## src/rtl/wb_timer.sv

```systemverilog
// wb_timer: Wishbone-classic slave with a 32-bit up-counter, a compare
// register, an optional 16-bit prescaler and a level interrupt.
//
// Register map (adr_i[1:0]):
//   0 CTRL    [0] EN, [1] AUTO_RELOAD, [2] IRQ_EN, [31:16] PRESCALE
//   1 COUNT   free-running up-counter, advanced on each prescaler tick
//   2 COMPARE match value for COUNT
//   3 STATUS  [0] MATCH, write 1 to clear
//
// Handshake: a transfer is requested on any rising edge where
// cyc_i & stb_i is high and ack_o is low. That same edge performs the
// write (or captures read data into dat_o) and raises ack_o for exactly
// one cycle; the following edge always drops ack_o, so a held strobe is
// served every other cycle. Dropping cyc_i while ack_o is high does not
// undo the transfer that ack_o reports.
module wb_timer #(
  parameter int ADR_W = 30
) (
  input  logic             clk_i,
  input  logic             rst_i,
  input  logic             cyc_i,
  input  logic             stb_i,
  input  logic             we_i,
  input  logic [ADR_W-1:0] adr_i,
  input  logic [3:0]       sel_i,
  input  logic [31:0]      dat_i,
  output logic             ack_o,
  output logic [31:0]      dat_o,
  output logic             irq_o
);

  localparam logic [1:0] ADDR_CTRL    = 2'd0;
  localparam logic [1:0] ADDR_COUNT   = 2'd1;
  localparam logic [1:0] ADDR_COMPARE = 2'd2;
  localparam logic [1:0] ADDR_STATUS  = 2'd3;

  // Register state
  logic        en;
  logic        auto_reload;
  logic        irq_en;
  logic [15:0] prescale;
  logic [31:0] count;
  logic [31:0] compare;
  logic        match;
  logic [15:0] ps;

  // Bus decode
  logic        req;
  logic        wr;
  logic        rd;
  logic [1:0]  reg_addr;
  logic        ctrl_wr;
  logic        count_wr;
  logic        compare_wr;
  logic        status_wr;
  logic [31:0] rd_data;

  // Timer events
  logic        tick;
  logic        hit;

  // Only the low two word-address bits select a register.
  logic        unused_adr;
  assign unused_adr = ^adr_i[ADR_W-1:2];

  assign reg_addr   = adr_i[1:0];
  assign req        = cyc_i & stb_i & ~ack_o;
  assign wr         = req & we_i;
  assign rd         = req & ~we_i;
  assign ctrl_wr    = wr & (reg_addr == ADDR_CTRL);
  assign count_wr   = wr & (reg_addr == ADDR_COUNT);
  assign compare_wr = wr & (reg_addr == ADDR_COMPARE);
  assign status_wr  = wr & (reg_addr == ADDR_STATUS);

  // A tick fires when the prescaler reaches PRESCALE; a hit is a tick that
  // finds COUNT equal to COMPARE.
  assign tick = en & (ps == prescale);
  assign hit  = tick & (count == compare);

  assign irq_o = match & irq_en;

  // Replace only the bytes whose enable is set.
  function automatic logic [31:0] byte_merge(input logic [31:0] cur,
                                             input logic [31:0] wdat,
                                             input logic [3:0]  be);
    logic [31:0] mask;
    mask = {{8{be[3]}}, {8{be[2]}}, {8{be[1]}}, {8{be[0]}}};
    return (cur & ~mask) | (wdat & mask);
  endfunction

  // Read-data mux of the current register contents.
  always_comb begin
    rd_data = 32'd0;
    case (reg_addr)
      ADDR_CTRL:    rd_data = {prescale, 13'd0, irq_en, auto_reload, en};
      ADDR_COUNT:   rd_data = count;
      ADDR_COMPARE: rd_data = compare;
      ADDR_STATUS:  rd_data = {31'd0, match};
      default:      rd_data = 32'd0;
    endcase
  end

  // Acknowledge: one-cycle pulse on the edge that accepts a request.
  always_ff @(posedge clk_i) begin
    if (rst_i) begin
      ack_o <= 1'b0;
    end else begin
      ack_o <= req;
    end
  end

  // Read data register: loaded only when a read is accepted, held otherwise.
  always_ff @(posedge clk_i) begin
    if (rst_i) begin
      dat_o <= 32'd0;
    end else if (rd) begin
      dat_o <= rd_data;
    end
  end

  // CTRL: a non-reload hit stops the timer, but a bus write to the EN byte
  // on the same edge overrides that.
  always_ff @(posedge clk_i) begin
    if (rst_i) begin
      en          <= 1'b0;
      auto_reload <= 1'b0;
      irq_en      <= 1'b0;
      prescale    <= 16'd0;
    end else begin
      if (hit && !auto_reload) begin
        en <= 1'b0;
      end
      if (ctrl_wr && sel_i[0]) begin
        en          <= dat_i[0];
        auto_reload <= dat_i[1];
        irq_en      <= dat_i[2];
      end
      if (ctrl_wr && sel_i[2]) begin
        prescale[7:0] <= dat_i[23:16];
      end
      if (ctrl_wr && sel_i[3]) begin
        prescale[15:8] <= dat_i[31:24];
      end
    end
  end

  // Prescaler: counts up while enabled and restarts on a tick, while
  // disabled, or whenever CTRL is written.
  always_ff @(posedge clk_i) begin
    if (rst_i) begin
      ps <= 16'd0;
    end else if (!en || ctrl_wr || tick) begin
      ps <= 16'd0;
    end else begin
      ps <= ps + 16'd1;
    end
  end

  // COUNT: a bus write wins over any tick on the same edge. On a hit the
  // counter reloads to zero or holds; otherwise it advances and wraps.
  always_ff @(posedge clk_i) begin
    if (rst_i) begin
      count <= 32'd0;
    end else if (count_wr) begin
      count <= byte_merge(count, dat_i, sel_i);
    end else if (tick) begin
      if (hit) begin
        if (auto_reload) begin
          count <= 32'd0;
        end
      end else begin
        count <= count + 32'd1;
      end
    end
  end

  // COMPARE: plain byte-writable register.
  always_ff @(posedge clk_i) begin
    if (rst_i) begin
      compare <= 32'd0;
    end else if (compare_wr) begin
      compare <= byte_merge(compare, dat_i, sel_i);
    end
  end

  // MATCH: a hit takes priority over a simultaneous write-1-to-clear.
  always_ff @(posedge clk_i) begin
    if (rst_i) begin
      match <= 1'b0;
    end else if (hit) begin
      match <= 1'b1;
    end else if (status_wr && sel_i[0] && dat_i[0]) begin
      match <= 1'b0;
    end
  end

endmodule

```

## config.mk

```make
export PLATFORM = sky130hd
export DESIGN_NAME = wb_timer
export DESIGN_NICKNAME = d
export VERILOG_FILES = /design/src/rtl/wb_timer.sv
export SDC_FILE = /design/constraint.sdc
export NUM_CORES = 1
export LEC_CHECK = 0
export ABC_AREA = 1
export CAP_MARGIN = 20
export CELL_PAD_IN_SITES_DETAIL_PLACEMENT = 0
export CELL_PAD_IN_SITES_GLOBAL_PLACEMENT = 2
export CORE_UTILIZATION = 33
export CTS_BUF_LIST = sky130_fd_sc_hd__clkbuf_4 sky130_fd_sc_hd__clkbuf_8
export CTS_CLUSTER_SIZE = 30
export DETAILED_ROUTE_END_ITERATION = 8
export PLACE_DENSITY = 0.95
export SLEW_MARGIN = 0
export SYNTH_ARGS = -nofsm -noshare
export SYNTH_HDL_FRONTEND = slang
export SYNTH_SLANG_ARGS = --single-unit
export TNS_END_PERCENT = 30
```

## constraint.sdc

```tcl
create_clock -name clk_i -period 3.4 [get_ports clk_i]
set_input_delay 0.68 -clock clk_i [delete_from_list [all_inputs] [get_ports clk_i]]
set_output_delay 0.68 -clock clk_i [all_outputs]
set_load 0.02 [all_outputs]
```

==> results.md <==
- Status: finished clean
- Die height: 154 um
- Critical path type: in2reg
- Setup violators final: 0
- Fillers: ~2,500
- Post-Route WL: 24.8 mm
- DR WL met2: 11.1 mm
- Hold WS: 0.487 ns
- Metal3 WL: ~1.1 mm
- TritonRoute pass-1 iters: 5
- Top-area cell type share of the netlist area: 0.348
- Final Hold Fails: 0
- Number of global-route vias before repair: 7,228
- DRC: 0
- Share of layout cells above drive strength 1: 0.0547
- Clock root cell: clkbuf_8
- Gr usage total: 0.211
- Largest net degree at the start of global routing: 91
- CTS sink count: 133
- Cell row count: 55
- Die ar.: 23,800 um^2
- Post-Route Setup TNS: 0 ns
- Hold Path Class: reg2reg
- Most common cell after layout, fill and taps aside: nand2_1
- Arr. time, crit path: around 2.8 ns
- Clk_skew: 0.0117 ns
- WL met1: 12.4 mm
- Area contributors post-synth: dfxtp_1 35%, nand2_1 18%, nor2_1 10%, inv_1 6.6%, a21oi_1 4.9%
- Synth warn: 0
- Via Count: around 8,000
- Total grt overflow: 0
- # hold bufs at CTS: 0
- DRT iter0 DRCs: 585
- H-tree levels: 4
- CP Capture Type: flop
- Global-route wire length before repair: around 40 mm
- Most used cells in the layout excluding fill and tap cells: 364 x nand2_1, 205 x nor2_1, 133 x inv_1, 133 x dfxtp_1, 76 x clkdlybuf4s50_1
- Total power: roughly 3300 uW
- Sequential-to-total area share from yosys stat: 0.348
- Initial core utilization: 0.337
- RePlAce Congestion: around 0.82
- #FFs+latches synth: 133
- Crit path required time: 3.75 ns
- RSZ-0062 raised after global routing: false
- Num CTS Buffers: 17
- CP max FO: 11
- Pleak: 0.00381 uW
- Final net count: 1,376
- DP Wirelength: 18.3 mm
- ANT nets after route: 0
- Post-synth cell types: 35
- Setup crit start kind: input port
- Yosys top cell by area: dfxtp_1
- Post-CTS setup buffers: 0
- Ports: around 110
- Final slew viol count: 0
- TritonCTS clock tree: yes
- Die width: around 150 um
- Ant. Diodes: 0
- Syn-to-layout area delta: 18.1%
- Fin crit share: 0.731
- Fmax: around 400 MHz
- Peak VDD IR: 218 uV
- CTS clk-pin slew, worst paths: about 0.08 ns
- Top Metal Used: met4
- Cell count after synthesis: roughly 1,200
- Mapped Avg Cell Area: 6.18 um^2
- Multi-input logic area: 4260 um^2
- Clock Tree Buf Depth: 2
- Synthesized area: 7660 um^2
- Placeable Area: around 23,000 um^2
- Port buffer count: 76
- MaxCap Viol Count: 0
- Worst-margin pin slew: 0.932 ns
- Post-cts repair resize count: 0
- Initial antenna violation count: 0
- Clk_lat worst skew: around 0.46 ns
- Storage cell area: 2660 um^2
- Relative slew slack: 0.378
- Vias per cell: 4.90
- R2R setup slack: 1.11 ns
- Min Tclk post-route: 2.49 ns
- Pwr/cell area: 361 nW/um^2
- Post-Syn Nets: 1,313
- WL/cell: 15.5 um
-- Yosys cell counts (all sizes together) --
master / n
a211oi: 19
a21boi: 1
a21oi: 75
a221oi: 13
a41oi: 1
and2: 1
and3: 1
buf: 16
clkbuf: 28
dfxtp: 133
ha: 2
inv: 145
nand2: 367
nand3: 55
nand3b: 1
nand4: 11
nor2: 214
nor3: 18
nor3b: 2
nor4: 4
o21ai: 76
o22ai: 18
or2: 1
xnor2: 7
xor2: 31
-- cell type report --
type / instances / share of cell area
multi-input cells: 918 / 0.471
clock inverters: 13 / 0.0119
repair buffers: 88 / 0.0954
flip-flops and latches: 133 / 0.294
clock buffers: 19 / 0.0282
inverters: 145 / 0.0601
well taps: 285 / 0.0394
-- cells by family after synthesis --
kind of cell / synth area share
and+or+nand+nor: 0.359
AOI/OAI and AO/OA: 0.149
buffers and inverters: 0.0975
DFF: 0.348
xor gates and xnor gates: 0.0434
adders and majority gates: 0.00327
-- path summary, 6_finish.rpt --
kind / cells past startpoint / to / from
setup / recovery: 12 / flop / stb_i
hold / removal: 2 / flop / flop
setup reg to reg: 13 / flop / ps[1]
hold reg to reg: 2 / flop / flop
-- report_power, final --
part	switching [uW]	total, uW	internal (uW)	leakage, uW
clock	670	1270	600	0.000181
combinational	229	379	150	0.00256
sequential	25.4	1620	1590	0.00108
-- routing by layer --
layer / global-route usage / up-vias
li1: - / 4078
met1: 0.299 / 3582
met2: 0.336 / 168
met3: 0.0331 / 15
met4: 0.0495 / 0
met5: 0 / -
-- critical path: stages --
cell	delay, ns
clkdlybuf4s50_1	0.45
nand2_1	0.04
nor2_1	0.12
nand2_1	0.19
nor2_4	0.26
inv_2	0.19
nor2_4	0.25
inv_2	0.15
nand2_1	0.26
nand2_1	0.08
nor2_1	0.10
nor2_1	0.04
-- metrics by stage --
step | util | cell area [um^2] | setup WS (ns) | cells
after floorplan | - | 7660 | 1.46 | 1240
after global placement | 0.382 | 8690 | 0.452 | 1569
after detailed placement | 0.382 | 8690 | 0.445 | 1569
after CTS | 0.398 | 9050 | 0.946 | 1601
after global routing | 0.398 | 9050 | 0.690 | 1601
final | 0.398 | 9050 | 0.914 | 1601
(Power assumes the default switching activity.)
